## config.mk

```make
export PLATFORM = sky130hd
export DESIGN_NAME = spi_burst_ram_flat
export DESIGN_NICKNAME = d
export VERILOG_FILES = /design/src/rtl/spi_burst_ram_if.sv /design/src/rtl/spi_burst_ram.sv /design/src/flat_wrapper.sv
export SDC_FILE = /design/constraint.sdc
export NUM_CORES = 2
export LEC_CHECK = 0
export ABC_AREA = 1
export BUFFER_PORTS_ARGS = -buffer_cell sky130_fd_sc_hd__buf_2
export CORE_UTILIZATION = 40
export DETAILED_ROUTE_END_ITERATION = 12
export PLACE_DENSITY = 0.55
export SLEW_MARGIN = 15
export SYNTH_ARGS = -nofsm -noshare
export SYNTH_HDL_FRONTEND = slang
export SYNTH_SLANG_ARGS = --single-unit
```

## constraint.sdc

```tcl
create_clock -name clk -period 2.6 [get_ports clk]
set_clock_uncertainty 0.15 [all_clocks]
set_input_delay 0.78 -clock clk [delete_from_list [all_inputs] [get_ports clk]]
set_output_delay 0.78 -clock clk [all_outputs]
set_load 0.01 [all_outputs]
```

## src/rtl/spi_burst_ram_if.sv

```systemverilog
// ---------------------------------------------------------------------------------------------
// spi_burst_ram_if
//
// Word-level link between an SPI slave shift engine and the command RAM behind it.
//
// Signals:
//   rx_valid  qualifies din; one command word per cycle while high
//   din       [DATA_W+1:DATA_W] = command, [DATA_W-1:0] = payload
//   dout      read data returned to the SPI slave
//   tx_valid  one-cycle pulse, dout carries a fresh read result
//   err       sticky out-of-range flag
//
// Modports:
//   master  SPI-slave side: drives commands, consumes read data
//   slave   RAM side: consumes commands, drives read data and err
// ---------------------------------------------------------------------------------------------
interface spi_burst_ram_if #(
    parameter int unsigned DATA_W = 8
) ();

    logic              rx_valid;
    logic [DATA_W+1:0] din;
    logic [DATA_W-1:0] dout;
    logic              tx_valid;
    logic              err;

    modport master (
        output rx_valid,
        output din,
        input  dout,
        input  tx_valid,
        input  err
    );

    modport slave (
        input  rx_valid,
        input  din,
        output dout,
        output tx_valid,
        output err
    );

endinterface

```

## src/rtl/spi_burst_ram.sv

```systemverilog
// ---------------------------------------------------------------------------------------------
// spi_burst_ram
//
// SPI-slave-side command RAM with configurable width/depth, address auto-increment bursts,
// selectable read latency and a sticky out-of-range error flag.
//
// Commands (din[DATA_W+1:DATA_W]):
//   00  set write address from payload[ADDR_W-1:0]
//   01  write payload at the write address (post-increments when AUTO_INC)
//   10  set read address from payload[ADDR_W-1:0]
//   11  read the word at the read address (post-increments when AUTO_INC)
//
// Ports:
//   clk    clock, everything on the rising edge
//   rst_n  synchronous active-low reset; clears address registers, outputs, err and the read
//          pipeline. Memory contents are kept.
//   bus    spi_burst_ram_if slave modport (rx_valid/din in, dout/tx_valid/err out)
//
// Parameters:
//   DATA_W     payload and memory word width; must match the interface DATA_W
//   ADDR_W     address register width (ADDR_W <= DATA_W, MEM_DEPTH <= 2**ADDR_W)
//   MEM_DEPTH  number of words
//   AUTO_INC   1 = addresses post-increment after each write/read, wrapping to 0
//   READ_LAT   1 or 2 edges from an accepted read to tx_valid
// ---------------------------------------------------------------------------------------------
module spi_burst_ram #(
    parameter int unsigned DATA_W    = 8,
    parameter int unsigned ADDR_W    = 8,
    parameter int unsigned MEM_DEPTH = 256,
    parameter bit          AUTO_INC  = 1'b1,
    parameter int unsigned READ_LAT  = 1
) (
    input  logic           clk,
    input  logic           rst_n,
    spi_burst_ram_if.slave bus
);

    typedef enum logic [1:0] {
        CmdSetWr = 2'b00,
        CmdWrite = 2'b01,
        CmdSetRd = 2'b10,
        CmdRead  = 2'b11
    } cmd_e;

    localparam logic [ADDR_W-1:0] LastAddr = ADDR_W'(MEM_DEPTH - 1);
    // Index width of the storage array; in-range addresses always fit in this many bits.
    localparam int unsigned MemIdxW = (MEM_DEPTH > 1) ? $clog2(MEM_DEPTH) : 1;

    // ---------------------------------------------------------------------------------------
    // Command decode
    // ---------------------------------------------------------------------------------------
    cmd_e              cmd;
    logic [DATA_W-1:0] payload;

    assign cmd     = cmd_e'(bus.din[DATA_W+1:DATA_W]);
    assign payload = bus.din[DATA_W-1:0];

    // ---------------------------------------------------------------------------------------
    // State
    // ---------------------------------------------------------------------------------------
    logic [ADDR_W-1:0] wr_addr_q, wr_addr_d;
    logic [ADDR_W-1:0] rd_addr_q, rd_addr_d;
    logic              err_q, err_d;
    logic [DATA_W-1:0] dout_q, dout_d;
    logic              tx_valid_q, tx_valid_d;

    logic [DATA_W-1:0] mem_q [MEM_DEPTH];

    logic              wr_in_range;
    logic              rd_in_range;
    logic              mem_we;
    logic              rd_fire;
    logic [DATA_W-1:0] rd_data;

    // Result presented to the output register after READ_LAT-1 extra stages.
    logic              out_fire;
    logic [DATA_W-1:0] out_data;

    // Zero-extend to 32 bits so MEM_DEPTH == 2**ADDR_W compares correctly.
    assign wr_in_range = (32'(wr_addr_q) < MEM_DEPTH);
    assign rd_in_range = (32'(rd_addr_q) < MEM_DEPTH);

    // Post-increment with wrap; an out-of-range address also wraps to 0.
    function automatic logic [ADDR_W-1:0] next_addr(input logic [ADDR_W-1:0] addr,
                                                     input logic              in_range);
        if (!AUTO_INC) begin
            return addr;
        end
        if (!in_range || (addr == LastAddr)) begin
            return '0;
        end
        return addr + ADDR_W'(1);
    endfunction

    // ---------------------------------------------------------------------------------------
    // Next-state logic
    // ---------------------------------------------------------------------------------------
    always_comb begin
        wr_addr_d = wr_addr_q;
        rd_addr_d = rd_addr_q;
        err_d     = err_q;
        mem_we    = 1'b0;
        rd_fire   = 1'b0;

        if (bus.rx_valid) begin
            unique case (cmd)
                CmdSetWr: begin
                    wr_addr_d = payload[ADDR_W-1:0];
                end
                CmdWrite: begin
                    mem_we    = wr_in_range;
                    err_d     = err_q | ~wr_in_range;
                    wr_addr_d = next_addr(wr_addr_q, wr_in_range);
                end
                CmdSetRd: begin
                    rd_addr_d = payload[ADDR_W-1:0];
                end
                CmdRead: begin
                    rd_fire   = 1'b1;
                    err_d     = err_q | ~rd_in_range;
                    rd_addr_d = next_addr(rd_addr_q, rd_in_range);
                end
            endcase
        end
    end

    // Asynchronous array read; a write committed at the previous edge is already visible.
    always_comb begin
        rd_data = '0;
        if (rd_in_range) begin
            rd_data = mem_q[rd_addr_q[MemIdxW-1:0]];
        end
    end

    // ---------------------------------------------------------------------------------------
    // Read pipeline
    // ---------------------------------------------------------------------------------------
    if (READ_LAT == 2) begin : gen_lat2
        logic              pipe_valid_q, pipe_valid_d;
        logic [DATA_W-1:0] pipe_data_q, pipe_data_d;

        always_comb begin
            pipe_valid_d = rd_fire;
            pipe_data_d  = rd_fire ? rd_data : pipe_data_q;
        end

        always_ff @(posedge clk) begin
            if (!rst_n) begin
                pipe_valid_q <= 1'b0;
                pipe_data_q  <= '0;
            end else begin
                pipe_valid_q <= pipe_valid_d;
                pipe_data_q  <= pipe_data_d;
            end
        end

        assign out_fire = pipe_valid_q;
        assign out_data = pipe_data_q;
    end else begin : gen_lat1
        assign out_fire = rd_fire;
        assign out_data = rd_data;
    end

    // dout holds the last completed read; tx_valid pulses once per completed read.
    always_comb begin
        tx_valid_d = out_fire;
        dout_d     = out_fire ? out_data : dout_q;
    end

    // ---------------------------------------------------------------------------------------
    // Registers
    // ---------------------------------------------------------------------------------------
    always_ff @(posedge clk) begin
        if (!rst_n) begin
            wr_addr_q  <= '0;
            rd_addr_q  <= '0;
            err_q      <= 1'b0;
            dout_q     <= '0;
            tx_valid_q <= 1'b0;
        end else begin
            wr_addr_q  <= wr_addr_d;
            rd_addr_q  <= rd_addr_d;
            err_q      <= err_d;
            dout_q     <= dout_d;
            tx_valid_q <= tx_valid_d;
        end
    end

    // Storage has no reset; a write coinciding with reset is discarded.
    always_ff @(posedge clk) begin
        if (rst_n && mem_we) begin
            mem_q[wr_addr_q[MemIdxW-1:0]] <= payload;
        end
    end

    assign bus.dout     = dout_q;
    assign bus.tx_valid = tx_valid_q;
    assign bus.err      = err_q;

endmodule

```

## src/flat_wrapper.sv

```systemverilog
// flat-port wrapper written by rule: the top's interface ports become plain ports
module spi_burst_ram_flat 
#(
    parameter int unsigned DATA_W    = 8,
    parameter int unsigned ADDR_W    = 8,
    parameter int unsigned MEM_DEPTH = 256,
    parameter bit          AUTO_INC  = 1'b1,
    parameter int unsigned READ_LAT  = 1
)
  (clk, rst_n, bus_rx_valid, bus_din, bus_dout, bus_tx_valid, bus_err);
  spi_burst_ram_if #(.DATA_W(DATA_W)) bus_i ();
  input  logic clk;
  input  logic rst_n;
  input wire logic [$bits(bus_i.rx_valid)-1:0] bus_rx_valid;
  input wire logic [$bits(bus_i.din)-1:0] bus_din;
  output wire logic [$bits(bus_i.dout)-1:0] bus_dout;
  output wire logic [$bits(bus_i.tx_valid)-1:0] bus_tx_valid;
  output wire logic [$bits(bus_i.err)-1:0] bus_err;
  assign bus_i.rx_valid = bus_rx_valid;
  assign bus_i.din = bus_din;
  assign bus_dout = bus_i.dout;
  assign bus_tx_valid = bus_i.tx_valid;
  assign bus_err = bus_i.err;
  spi_burst_ram #(.DATA_W(DATA_W), .ADDR_W(ADDR_W), .MEM_DEPTH(MEM_DEPTH), .AUTO_INC(AUTO_INC), .READ_LAT(READ_LAT)) u_core (.clk(clk), .rst_n(rst_n), .bus(bus_i));
endmodule
```

### Word level (Yosys, flattened, before mapping)

Memories as Yosys holds them, arrays and structs flattened. A register that Yosys moved wholly into a read port is not among the register bits.
Index checks and enable logic that the tools add are counted.

| operators by class | value |
|---|---|
| $add $sub $neg | 2 |
| equality and inequality tests | 5 |
| muxes and demuxes | 18 |
| reduce and logical (&&, ||, !) cells | 7 |

Operator list:

| operator | number |
|---|---|
| $mux W8 | 4 |
| $pmux W8 S2 | 2 |
| $add A8 B1 Y8 const B | 2 |
| $eq A8 B8 Y1 const B | 2 |
| $mux W1 | 12 |
| $eq A2 B2 Y1 const B | 2 |
| $reduce_and A2 Y1 | 2 |
| $reduce_bool A2 Y1 | 2 |
| $eq A2 B1 Y1 const B | 1 |
| $logic_not A2 Y1 | 1 |
| $logic_and A1 B1 Y1 | 1 |
| $logic_not A1 Y1 | 1 |

| storage, ports and cells | value |
|---|---|
| register bits after elaboration | 17 |
| bits in writable memories | 2048 |
| input port bits | 13 |
| output and inout bits | 10 |
| logic and storage cells | 36 |
| memories | 1 |

Memory list:

| memory | depth | width | read ports | clocked after Yosys merged registers in | wr ports | RTL line | source |
|---|---|---|---|---|---|---|---|
| u_core.mem_q | 256 | 8 | 1 | 1 | 1 | spi_burst_ram.sv:67 | `logic [DATA_W-1:0] mem_q [MEM_DEPTH];` |

### Longest topological paths before layout

| depth | value |
|---|---|
| depth in word-level cells | 6 |
| mapped depth | 18 |

### Worst setup path after synthesis

No wires, ideal clock.

| timing | value |
|---|---|
| path kind | input to register |
| start | input port bus_din[8] |
| end | memory u_core.mem_q[111][0], enable pin |
| library setup time | 370 ps |
| data arrival time | 2226 ps |
| data required time | 2080 ps |
| setup slack | -146 ps |
| stages | 8 |
| buffers on the path | 2 |
| cells stage by stage | inv_2 > nor2_2 > inv_2 > nor3_4 > buf_2 > nand2_1 > clkbuf_1 > nor2_1 |

| between the ends | value |
|---|---|
| cells in the longest elaborated chain, start to end | 6 |

RTL lines:

| item | RTL line | source |
|---|---|---|
| from (decl) | flat_wrapper.sv:15 | `input wire logic [$bits(bus_i.din)-1:0] bus_din;` |
| $eq A2 B1 Y1 | spi_burst_ram.sv:106 | `unique case (cmd)` |
| $mux W1 | spi_burst_ram.sv:106 |  |
| $mux W1 | spi_burst_ram.sv:105 | `if (bus.rx_valid) begin` |
| $logic_and A1 B1 Y1 | spi_burst_ram.sv:191 | `if (rst_n && mem_we) begin` |
| $mux W1 | spi_burst_ram.sv:191 |  |
| $mux W1 (implied by the code) | spi_burst_ram.sv:192 | `mem_q[wr_addr_q[MemIdxW-1:0]] <= payload;` |
| to (decl) | spi_burst_ram.sv:67 |  |

No other way between the ends.

==> run metrics <==
CTS Root Cell=clkbuf_16; critical path endpoint category=flip-flop; Tot GR Track Use=0.232; arrival time worst endpoint=3220 ps; Startpoint Class=flip-flop; final slew viol count=0; met3 Use GR=0.0320; first-pass GRT wire length=366000 um; critical setup path kind=flip-flop to flip-flop; Simple-Gate Fraction of Synth Area=0.217; Synth Area in Compound Gates=0.0193; wirelength, routed=257000 um; CP peak stage delay=450 ps; # H-tree levels=4; met2 GRT Util=0.371; clk buf depth=3; initial antenna violation count=3; CP dominant cell by count=nand3_1; number of port buffers=21; clock sinks=2073; syn_nets=7378; Ys Warns=0; Final Power=0.0737 W; Pwr per Cell Area=721 mW/mm^2; P_leak=37.6 nW; Syn Area/Cell=11.5 um^2; clock buffer count from CTS=217; Post-synth top flop=edfxtp_1; CORE AREA=0.210 mm^2; number of max-cap violations=0; status=finished with violations; clk slew on worst S/H paths=60 ps; Final min period=2610 ps; ys async rst share=0; Die Y=462 um; number of synthesized flops with an enable pin=2048; Critical Path, Cell by Cell=buf_12, nor2_4, buf_6, buf_4, buf_12, a21oi_1, nand3_1, nand3_1, nand3_2, nand3_1, nand2_1, nand2_1, nand3_1, nand2_1, inv_1; most common cell after layout, fill and taps aside=nand2_1; First-pass DRT Iterations=9; CTS tree=built; Fin Hold WS=180 ps; HP Class=input pin to flip-flop; Synth Area in XOR/XNOR=0.000103; Routed Antenna Nets=0; GP Congestion=0.905; M1 GR Usage=0.329; vias in the first global route=55400; Crit Path Max Fanout=17; unrepaired setup endpoints after global routing=yes; Buf+Inv Stages, Crit Path=5; period utilisation layout=1.00; f_max=0.384 GHz; placed cells=10400; sequential-to-total area share from yosys stat=0.732; clock latency on the worst-skew pair=850 ps; final setup margin=-7.49 ps; commonest cells after routing, fill and taps aside=nand2_1 (2826), edfxtp_1 (2048), nand3_1 (1224), buf_4 (499), nor2_1 (260); Synth cell types=35; worst reg2reg setup slack=-7 ps; chip width=462 um; Max rail drop VDD=717 uV; multiplexer share of the synthesized area=0; Cell Count, Final, Fillers Out=10900; share of cells above drive strength 1=0.150; vias=57900; NumNets Final=7883; DR iter-0 viols=6385; vias per inst=5.34; Slew @ Worst Pin=786 ps; Final Hold Viols=0; die area=0.213 mm^2; DP HPWL=159000 um; post-layout util=0.487; slew margin rel.=0.475; largest net degree at the start of global routing=74; final setup vio count=1; GR peak layer=met2; Post-route DRC=0; WL/cell=23.7 um; Syn-to-layout area delta=20.8%; starting density of the core=0.403; # IOs=23; largest family of logic cells by synthesized area=simple AND/OR/NAND/NOR gates; failing checks=negative setup slack; Worst EP required=3210 ps; Mapped Cells=7360; slowest CP cell=dfxtp_4; Seq cells post-synth=2073; post-synthesis adder-cell area fraction=0.000739; family with the most delay on the worst path=simple AND/OR/NAND/NOR gates; GRT overflow=0; Core Rows=168; Cell Area, Synth=0.0846 mm^2
cell type report:
class	instances	area [um^2]
Sequential cell	2073	62000
Multi-Input combinational cell	4762	20700
Inverter	64	283
Clock inverter	122	1300
Tap cell	2805	3510
Timing Repair inverter	1	8.76
Antenna cell	1	2.50
Timing Repair Buffer	746	8620
Fill cell	18400	108000
Clock buffer	280	5800
cell usage after synthesis (7+ instances only):
library cell	number	share of area
o21a_1	8	0.00071
buf_6	12	0.0016
inv_2	8	0.00035
a21oi_1	253	0.015
nor2_1	294	0.013
inv_1	53	0.0024
nand2_1	2842	0.13
a221oi_1	9	0.00093
buf_4	62	0.0055
clkbuf_1	127	0.0056
dfxtp_1	25	0.0059
buf_2	222	0.013
buf_1	38	0.0017
a21boi_0	7	0.00062
o21ai_0	10	0.00059
o211ai_1	8	0.00071
edfxtp_1	2048	0.73
nand3_1	1301	0.077
flip-flops by register name (all words and copies together) (netlist names):
| name | cells |
|---|---|
| u_core.mem_q | 2048 |
| u_core.bus.dout | 8 |
| u_core.wr_addr_q | 8 |
| u_core.rd_addr_q | 8 |
| u_core.bus.tx_valid | 1 |
worst paths after layout:
| kind | startpoint | to | cells after the start |
|---|---|---|---|
| worst max-delay path | u_core.rd_addr_q[1] | u_core.bus.dout[6] | 15 |
| worst min-delay path | bus_din[0] | u_core.mem_q[178][0] | 1 |
| worst max register to register | u_core.rd_addr_q[1] | u_core.bus.dout[6] | 15 |
| worst min register to register | u_core.wr_addr_q[2] | u_core.wr_addr_q[2] | 2 |
worst register-to-register path: stages (launching register included):
cell	delay (ps)
dfxtp_4	450
buf_12	140
nor2_4	60
buf_6	150
buf_4	180
buf_12	160
a21oi_1	280
nand3_1	130
nand3_1	180
nand3_2	180
nand3_1	140
nand2_1	60
nand2_1	60
nand3_1	90
nand2_1	70
inv_1	40
kinds of logic (layout without fill, tap and decap cells):
kind of cell               after synthesis  after routing
and+or+nand+nor                       4451           4451
adders and majority gates                5              5
DFF                                   2073           2073
other                                    1              2
buffers and inverters                  525           1213
xor gates and xnor gates                 1              1
AOI/OAI and AO/OA                      304            304
report_power, final:
group	total, W	switching, W	leakage [nW]	internal (W)
clock network	0.0308	0.0131	3.42	0.0177
logic	0.00608	0.00421	15.6	0.00188
registers	0.0368	0.0000546	18.6	0.0367
total	0.0737	0.0174	37.6	0.0563
metrics by stage:
step	area [um^2]	TNS, ps	setup slack [ps]
final	102000	-7.49	-7.49
after global routing	102000	-193	-41.5
after CTS	101000	-12.3	-12.3
after detailed placement	93500	-147110	-271
after global placement	93500	-205930	-305
after floorplan	84700	-102450	-146
timing repair:
action | 4_1_cts | 5_1_grt
gates resized for setup | 16 | 146
pin swaps | 1 | 9
hold buffers | 0 | 0
endpoints found under the setup margin | 8 | 8
buffers inserted | 6 | 17
cloned | 1 | 23
routing by layer:
metal,up-vias,routed length [um]
li1,26600,-
met3,359,18800
met2,2388,121000
met5,-,0
met4,0,7100
met1,28600,110000
Power figures use the tool's default switching activity.
